[src/rtl/iir_pkg.sv]
// Shared definitions for the cascaded IIR filter coefficient path.
//
// Contents:
//   NUM_SECTIONS, COEFFS_PER_SECTION, NUM_COEFFS : bank geometry
//   B0, B1, B2, A1, A2                           : coefficient index within a section
//   loader_state_e                               : coefficient loader FSM states
//   unity_word()                                 : fixed-point 1.0 for a given fraction width
package iir_pkg;

  localparam int NUM_SECTIONS       = 3;
  localparam int COEFFS_PER_SECTION = 5;
  localparam int NUM_COEFFS         = NUM_SECTIONS * COEFFS_PER_SECTION;

  // Position of each coefficient inside one biquad section.
  localparam int B0 = 0;
  localparam int B1 = 1;
  localparam int B2 = 2;
  localparam int A1 = 3;
  localparam int A2 = 4;

  typedef enum logic [1:0] {
    IDLE   = 2'd0,
    LOAD   = 2'd1,
    COMMIT = 2'd2
  } loader_state_e;

  // Fixed-point representation of 1.0 with 'shift' fractional bits.
  // Returned wide so callers can truncate to their own word width.
  function automatic logic [63:0] unity_word(input int shift);
    return 64'd1 << shift;
  endfunction

endpackage

[src/rtl/iir_coeff_loader.sv]
// Host-side coefficient writer for the 3-section cascaded IIR filter.
//
// Collects a 15-word coefficient frame from a valid/ready stream into a
// shadow bank, then swaps the whole frame into the active bank in a single
// clock edge so the filter never sees a mix of old and new coefficients.
// Also keeps a sticky copy of the filter's overflow flag for the host.
//
// Ports:
//   clk, rst_n        : clock, asynchronous active-low reset
//   s_valid/s_ready   : coefficient stream handshake
//   s_data, s_last    : coefficient word, final-word marker
//   abort             : drop the frame in progress
//   coeff_flat        : active bank, word k at [k*COEFF_WIDTH +: COEFF_WIDTH]
//   commit_pulse      : one cycle, first cycle showing the new active bank
//   frame_err         : one cycle, malformed frame was rejected
//   commit_count      : successful commits, wraps at 256
//   overflow_any      : combined filter overflow
//   ovf_clr           : clear request for the sticky flag
//   ovf_sticky        : latched overflow
module iir_coeff_loader
  import iir_pkg::*;
#(
  parameter int COEFF_WIDTH = 32,
  parameter int SCALE_SHIFT = 20
) (
  input  logic                              clk,
  input  logic                              rst_n,
  input  logic                              s_valid,
  output logic                              s_ready,
  input  logic [COEFF_WIDTH-1:0]            s_data,
  input  logic                              s_last,
  input  logic                              abort,
  output logic [NUM_COEFFS*COEFF_WIDTH-1:0] coeff_flat,
  output logic                              commit_pulse,
  output logic                              frame_err,
  output logic [7:0]                        commit_count,
  input  logic                              overflow_any,
  input  logic                              ovf_clr,
  output logic                              ovf_sticky
);

  localparam logic [COEFF_WIDTH-1:0] UNITY    = COEFF_WIDTH'(unity_word(SCALE_SHIFT));
  localparam logic [3:0]             LAST_IDX = 4'(NUM_COEFFS - 1);

  loader_state_e          state_q, state_d;
  logic [3:0]             idx_q, idx_d;
  logic                   commitPulse_q, commitPulse_d;
  logic                   frameErr_q, frameErr_d;
  logic [7:0]             commitCount_q;
  logic                   ovf_q, ovf_d;
  logic                   shadowWe;
  logic                   activeLoad;
  logic                   handshake;

  // The final word goes straight from s_data into the active bank, so the
  // shadow only ever needs to hold the first NUM_COEFFS-1 words.
  logic [COEFF_WIDTH-1:0] shadow_q [NUM_COEFFS-1];
  logic [COEFF_WIDTH-1:0] active_q [NUM_COEFFS];

  assign s_ready   = (state_q != COMMIT);
  assign handshake = s_valid && s_ready;

  // Frame sequencing. abort is checked before the handshake so a word
  // presented alongside it is dropped rather than stored.
  always_comb begin
    state_d       = state_q;
    idx_d         = idx_q;
    commitPulse_d = 1'b0;
    frameErr_d    = 1'b0;
    shadowWe      = 1'b0;
    activeLoad    = 1'b0;
    case (state_q)
      IDLE: begin
        if (abort) begin
          idx_d = 4'd0;
        end else if (handshake) begin
          shadowWe = 1'b1;
          if (s_last) begin
            frameErr_d = 1'b1;
            idx_d      = 4'd0;
          end else begin
            idx_d   = 4'd1;
            state_d = LOAD;
          end
        end
      end
      LOAD: begin
        if (abort) begin
          state_d = IDLE;
          idx_d   = 4'd0;
        end else if (handshake) begin
          if (idx_q == LAST_IDX && s_last) begin
            activeLoad    = 1'b1;
            commitPulse_d = 1'b1;
            state_d       = COMMIT;
            idx_d         = 4'd0;
          end else if (idx_q == LAST_IDX || s_last) begin
            frameErr_d = 1'b1;
            state_d    = IDLE;
            idx_d      = 4'd0;
          end else begin
            shadowWe = 1'b1;
            idx_d    = idx_q + 4'd1;
          end
        end
      end
      COMMIT: begin
        state_d = IDLE;
        idx_d   = 4'd0;
      end
      default: begin
        state_d = IDLE;
        idx_d   = 4'd0;
      end
    endcase
  end

  // Set has priority over clear so an overflow in the clearing cycle is not lost.
  always_comb begin
    ovf_d = ovf_q;
    if (overflow_any) begin
      ovf_d = 1'b1;
    end else if (ovf_clr) begin
      ovf_d = 1'b0;
    end
  end

  // Control registers.
  always_ff @(posedge clk or negedge rst_n) begin
    if (!rst_n) begin
      state_q       <= IDLE;
      idx_q         <= 4'd0;
      commitPulse_q <= 1'b0;
      frameErr_q    <= 1'b0;
      commitCount_q <= 8'd0;
      ovf_q         <= 1'b0;
    end else begin
      state_q       <= state_d;
      idx_q         <= idx_d;
      commitPulse_q <= commitPulse_d;
      frameErr_q    <= frameErr_d;
      ovf_q         <= ovf_d;
      if (activeLoad) begin
        commitCount_q <= commitCount_q + 8'd1;
      end
    end
  end

  // Shadow bank: the incoming word lands in the slot selected by idx.
  always_ff @(posedge clk or negedge rst_n) begin
    if (!rst_n) begin
      for (int k = 0; k < NUM_COEFFS - 1; k++) begin
        shadow_q[k] <= '0;
      end
    end else begin
      for (int k = 0; k < NUM_COEFFS - 1; k++) begin
        if (shadowWe && idx_q == 4'(k)) begin
          shadow_q[k] <= s_data;
        end
      end
    end
  end

  // Active bank: resets to a unity passthrough (b0 = 1.0, everything else 0
  // in every section) and is replaced wholesale on a good frame.
  always_ff @(posedge clk or negedge rst_n) begin
    if (!rst_n) begin
      for (int k = 0; k < NUM_COEFFS; k++) begin
        active_q[k] <= ((k % COEFFS_PER_SECTION) == B0) ? UNITY : '0;
      end
    end else if (activeLoad) begin
      for (int k = 0; k < NUM_COEFFS - 1; k++) begin
        active_q[k] <= shadow_q[k];
      end
      active_q[NUM_COEFFS-1] <= s_data;
    end
  end

  for (genvar g = 0; g < NUM_COEFFS; g++) begin : gen_flat
    assign coeff_flat[g*COEFF_WIDTH +: COEFF_WIDTH] = active_q[g];
  end

  assign commit_pulse = commitPulse_q;
  assign frame_err    = frameErr_q;
  assign commit_count = commitCount_q;
  assign ovf_sticky   = ovf_q;

endmodule

[config.mk]
export PLATFORM = sky130hd
export DESIGN_NAME = iir_coeff_loader
export DESIGN_NICKNAME = d
export VERILOG_FILES = /design/src/rtl/iir_pkg.sv /design/src/rtl/iir_coeff_loader.sv
export SDC_FILE = /design/constraint.sdc
export NUM_CORES = 1
export LEC_CHECK = 0
export BUFFER_PORTS_ARGS = -buffer_cell sky130_fd_sc_hd__buf_2
export CAP_MARGIN = 10
export CORE_ASPECT_RATIO = 1.25
export CORE_MARGIN = 5
export CORE_UTILIZATION = 30
export DETAILED_ROUTE_END_ITERATION = 10
export PLACE_DENSITY = 0.58
export SYNTH_ARGS = -nofsm -noshare
export SYNTH_HDL_FRONTEND = slang
export SYNTH_SLANG_ARGS = --single-unit
[constraint.sdc]
create_clock -name clk -period 2.4 [get_ports clk]
set_input_delay 0.12 -clock clk [delete_from_list [all_inputs] [get_ports clk]]
set_output_delay 0.12 -clock clk [all_outputs]
set_load 0.01 [all_outputs]
==> out/qor.yml, run 1 <==
final_layout:
  nets: 2806
  drive_above_1_share_pct: 62.5
  fin_util_pct: 37.4
  mostFrequentLayoutCell: "dfrtp_1"
  finalNonFillerCells: 4463
  fin_area_mm2: 0.0466
  final_cell_mix: "dfrtp_1 (942), buf_2 (529), mux2_2 (525)"
  syn_to_final_growth_pct: 23.9
clocking:
  cts_made_buffers: 100
  root_buffer: "clkbuf_16"
  path_clk_slew_ps: 70
  clock_sinks: 945
  tritoncts: "built"
  h-tree-depth: 3
  cts_max_path_buffers: 3
  clock_latency_ps: 710
global_route:
  grt_max_degree: 101
  grt_pass1_vias: 21500
  groute.usage.overall_pct: 15.3
  grt_pass1_wl_um: 150000
  antenna_found_initial: 17
  overflow: 0
setup_path:
  cp_max_fo: 24
  crit_arrival_ps: 2900
  worstSetupStartpointType: "flip-flop"
  crit_type: "reg -> reg"
  end_kind: "flip-flop"
  worstPathRequired_ps: 2960
pwr:
  power_leakage_nw: 24.5
  ir_drop_uv: 509
  power_switching_mw: 7.52
  power_density_mw_per_mm2: 713
  p_seq_share_pct: 49.4
  p_clk_share_pct: 47.2
  p_comb_share_pct: 3.4
  intPower_mw: 25.7
  p_total_mw: 33.2
  swShare_pct: 22.6
sta:
  clock_skew_ps: 40.8
  fin_crit_sh_pct: 97.7
  fmax_ghz: 0.427
  setup_slack_ps: 56.4
  fin_crit_ps: 2340
  tightestPinTransition_ps: 744
  max_slew_margin_pct: 50.4
  setup_viol: 0
  tns_ps: 0
  finalHoldViolations: 0
  drv_slew: 0
  holdWs_ps: 68.7
  rsz0062_at_grt: "true"
routing:
  drt_iter0_drc: 946
  via_per_inst: 4.51
  postRouteAntennaNets: 0
  vias: 20100
  wl_per_cell_um: 23.4
  routed_wl_um: 104000
  firstDrtPassIters: 6
  drc_errors: 0
yosys:
  synth_ff_type: "dfrtp_1"
  syn_avg_cell_area_um2: 18.0
  ys_types: 43
  synthSimpleGateAreaFrac_pct: 0.894
  synth_top_family_by_area: "multiplexers"
  synth-seq-cells: 945
  synth_xor_xnor_area_share_pct: 0.163
  synthArstFlopShare_pct: 100
  syn_area_mm2: 0.0376
  ys_seq_area_share_pct: 62.8
  netlist_instances: 2094
  ys_warn_count: 0
  muxShareOfSynthArea_pct: 31.8
  synthAdderAreaFrac_pct: 0.233
  synth.net_count: 2140
  synth_compound_area_share_pct: 0.203
  synth-edff-count: 0
floorplanning:
  die_w_um: 327
  dieArea_mm2: 0.133
  core_area_mm2: 0.125
  start_util_pct: 30.2
  num_rows: 145
  io_pins: 531
  die_h_um: 406
place:
  gp_congestion: 0.743
  place_ws_ps: -49.9
  dpl-instance-area_mm2: 0.0426
  place_hpwl_um: 69000
  dp_cells: 4224
  io_buffers: 530
run_status:
  status: "finished, final reports clean"
run:
  cap_viol_max_count: 0
min_path:
  hold_class: "in -> reg"
[worst max-delay path, cell delays in order, from the launching register on]
cell     delay (ps)
dfrtp_1         390
inv_1            80
ha_2            190
nand3_1         120
inv_1           120
ha_4            170
and3_4          270
buf_12          200
buf_16          230
mux2_2          360
[per-layer routing]
| layer | up-vias | part of all wire [%] | GRT usage (%) |
|---|---|---|---|
| met5 | - | 0 | 0 |
| met4 | 0 | 3.1 | 5.57 |
| met3 | 141 | 6.4 | 3.97 |
| met2 | 530 | 47 | 24.6 |
| met1 | 10700 | 43 | 20.0 |
| li1 | 8752 | - | - |
[flip-flops by register name, summed over array words and instances (netlist names)]
signal,flops
commit_count,8
ovf_sticky,1
shadow_q,448
frame_err,1
state_q,2
commit_pulse,1
coeff_flat,480
idx_q,4
[final cells by class]
type / count / area, um2
Antenna cell: 6 / 15.0
Clock buffer: 145 / 2890
Clock inverter: 37 / 410
Fill cell: 11700 / 78200
Inverter: 7 / 26.3
Multi-Input combinational cell: 1007 / 12600
Sequential cell: 945 / 23700
Tap cell: 1617 / 2020
Timing Repair Buffer: 699 / 4990
[final timing paths]
kind | slack [ps] | startpoint | depth (start not counted) | endpoint
hold / removal | 70 | s_data[15] | 2 | coeff_flat[463]$_DFFE_PN0P_
hold reg to reg | 480 | shadow_q[422]$_DFFE_PN0P_ | 1 | coeff_flat[6]$_DFFE_PN0P_
min in group asynchronous | 170 | rst_n | 3 | coeff_flat[143]$_DFFE_PN0P_
max in group asynchronous | 1660 | rst_n | 4 | coeff_flat[340]$_DFFE_PN1P_
setup / recovery | 60 | idx_q[0]$_DFFE_PN0P_ | 9 | coeff_flat[39]$_DFFE_PN0P_
setup reg to reg | 60 | idx_q[0]$_DFFE_PN0P_ | 9 | coeff_flat[39]$_DFFE_PN0P_
[power groups by stage]
stage | Clock [mW] | Sequential [mW] | Combinational (mW)
after detailed placement | 0 | 16.7 | 1.14
final | 15.7 | 16.4 | 1.14
after CTS | 16.2 | 16.4 | 1.19
after global routing | 16.8 | 16.4 | 1.28
after floorplan | 0 | 16.6 | 0.399
after global placement | 0 | 16.7 | 1.12
[logic make-up after synthesis]
kind of cell / Yosys count
multiplexers: 930
AO/OA/AOI/OAI: 12
AND/OR/NAND/NOR: 51
flip-flops: 945
buffers and inverters: 142
XOR/XNOR: 7
adder cells (fa/ha/maj): 7
[cells in the mapped netlist (2+ instances only)]
cell type	n	share of area, %
dfrtp_1	942	63
mux2_2	525	16
mux2_4	400	16
buf_12	52	2.8
buf_2	45	0.60
clkbuf_1	35	0.35
nand3_1	10	0.13
ha_1	7	0.23
inv_1	7	0.070
nand4_1	7	0.12
nor2_1	6	0.060
and3_1	4	0.066
mux2_1	4	0.12
xnor2_1	4	0.093
a21oi_1	3	0.040
dfstp_2	3	0.21
nor2b_1	3	0.050
o21ai_0	3	0.040
xor2_1	3	0.070
and4_1	2	0.047
and4bb_2	2	0.066
buf_6	2	0.060
nand2_1	2	0.020
nand2b_1	2	0.033
nor3_1	2	0.027
nor4bb_1	2	0.053
[repair_timing]
| item | in CTS | in global routing |
|---|---|---|
| gates cloned | 1 | 7 |
| hold endpoints to repair | 978 | 0 |
| resized for setup | 4 | 13 |
| setup buffers | 2 | 13 |
| hold buffers | 28 | 0 |
| setup endpoints to repair | 195 | 537 |
| pin swaps | 4 | 3 |
Power figures use the tool's default switching activity.
==> inputs of run 2 (changes only) <==
Settings changed: PLACE_DENSITY 0.58 to 0.6.
Clock period 2.4 ns to 1.88 ns, I/O delays scaled along.
==> run 2 against run 1 <==
Effect of this change:
- the run now ends with negative setup slack left
- first-iteration DRC count increased by 4.7%
- worst setup slack got worse by 340 ps
- non-clock buffer count increased by 75
- sequential power increased by 27%
- via count increased by 2.0%
- register-to-register slack got worse by 340 ps
- fmax increased by 8.3%
- hold slack got worse by 17 ps
- critical endpoint is now coeff_flat[297]$_DFFE_PN0P_
==> out/qor.yml, run 2 (same netlist as run 1, synthesis figures left out) <==
run_status:
  status: "complete, but fails checks"
  violations: "negative setup slack"
clocking:
  path_clk_slew_ps: 60
  clock_latency_ps: 690
  tritoncts: "built"
  clock_sinks: 945
  h-tree-depth: 3
  cts_max_path_buffers: 3
  root_buffer: "clkbuf_16"
  cts_made_buffers: 100
global_route:
  grt_pass1_wl_um: 151000
  groute.usage.overall_pct: 15.3
  grt_pass1_vias: 21700
  antenna_found_initial: 12
  grt_max_degree: 101
  overflow: 0
routing:
  wl_per_cell_um: 24.9
  postRouteAntennaNets: 0
  vias: 20500
  drt_iter0_drc: 990
  firstDrtPassIters: 5
  routed_wl_um: 113000
  drc_errors: 0
  via_per_inst: 4.53
floorplanning:
  num_rows: 145
  dieArea_mm2: 0.133
  core_area_mm2: 0.125
  start_util_pct: 30.2
  die_w_um: 327
  die_h_um: 406
  io_pins: 531
run:
  cap_viol_max_count: 0
setup_path:
  crit_arrival_ps: 2730
  crit_type: "reg -> reg"
  rr_endpoint: "coeff_flat[297]$_DFFE_PN0P_"
  cp-endpoint: "coeff_flat[297]$_DFFE_PN0P_"
  worstPathRequired_ps: 2450
  cp_max_fo: 14
  end_kind: "flip-flop"
  r2r_slack_ps: -280
  setup.worst_path.start: "idx_q[0]$_DFFE_PN0P_"
  ff2ff_path_depth: 10
  r2r_start: "idx_q[0]$_DFFE_PN0P_"
  worstSetupStartpointType: "flip-flop"
sta:
  max_slew_margin_pct: 45.2
  rsz0062_at_grt: "true"
  fmax_ghz: 0.462
  finalHoldViolations: 0
  setup_viol: 927
  clock_skew_ps: 21.4
  drv_slew: 0
  setup_slack_ps: -285
  tightestPinTransition_ps: 822
  fin_crit_sh_pct: 115
  fin_crit_ps: 2160
  holdWs_ps: 51.9
pwr:
  power_leakage_nw: 25.5
  ir_drop_uv: 685
  power_density_mw_per_mm2: 875
final_layout:
  multi_input_area_mm2: 0.0132
  nets: 2882
  syn_to_final_growth_pct: 29.4
  largest_register_ffs: 480
  final_cell_mix: "dfrtp_1 (941), mux2_4 (530), buf_2 (529)"
  drive_above_1_share_pct: 64.0
  regArea_mm2: 0.0237
  fill_cells: 11500
  fin_area_mm2: 0.0487
  mostFrequentLayoutCell: "dfrtp_1"
place:
  place_ws_ps: -283
  gp_congestion: 0.759
  place_hpwl_um: 69400
  dpl-instance-area_mm2: 0.0427
  io_buffers: 530
min_path:
  min-delay-start: "s_data[2]"
  hold_class: "in -> reg"
## run 2: per-layer routing
layer / routed length [um] / global-route usage, % / up-vias
met1: 47700 / 19.6 / 11000
li1: - / - / 8894
met2: 55900 / 25.6 / 529
met3: 6230 / 3.86 / 130
met4: 3110 / 4.77 / 0
met5: 0 / 0 / -
## run 2: critical path, stage by stage, from the launching register on
cell,delay (ps)
dfrtp_1,380
inv_2,80
ha_4,140
nand3_4,80
inv_2,70
ha_4,120
and3_4,210
buf_12,180
buf_16,210
clkbuf_16,240
mux2_4,310
## run 2: repair_timing
action                                  4_1_cts  5_1_grt
setup buffers                                 6       18
pin swaps                                     0        4
gates cloned                                  3       50
endpoints found under the setup margin      926      930
gates resized for setup                      13      223
hold endpoints to repair                   1189        0
hold buffers                                 29        0
## run 2: worst min-delay path by stage
stage,depth (start not counted),slack (ps),end
5_1_grt,2,30,coeff_flat[450]$_DFFE_PN0P_
3_5_place_dp,1,8,shadow_q[410]$_DFFE_PN0P_
4_1_cts,2,10,coeff_flat[476]$_DFFE_PN0P_
2_1_floorplan,0,-200,coeff_flat[0]$_DFFE_PN0P_
6_report,2,50,coeff_flat[450]$_DFFE_PN0P_
3_3_place_gp,1,5,shadow_q[410]$_DFFE_PN0P_
## run 2: area by class of cell
cell class	instances	area share, %
flip-flops and latches	945	48.6
multi-input cells	1008	27.1
repair buffers	774	13.3
clock buffers	141	6.08
well taps	1617	4.15
clock inverters	35	0.802
inverters	7	0.0539
diodes	2	0.0103
## run 2: power breakdown
part	leakage, nW	switching, mW	internal (mW)
Combinational	10.8	0.948	0.583
Clock	1.66	8.26	11.9
Sequential	13.0	0.202	20.7
Total	25.5	9.41	33.2
## run 2: through the flow
stage	total power [mW]	TNS, ps	instances	utilization (%)
2_1_floorplan	21.8	-96090	2094	-
3_3_place_gp	22.8	-190440	4246	34.2
3_5_place_dp	22.8	-164260	4246	34.2
4_1_cts	43.3	-196010	4460	37.3
5_1_grt	44.2	-229730	4528	39.0
6_report	42.6	-156570	4529	39.0
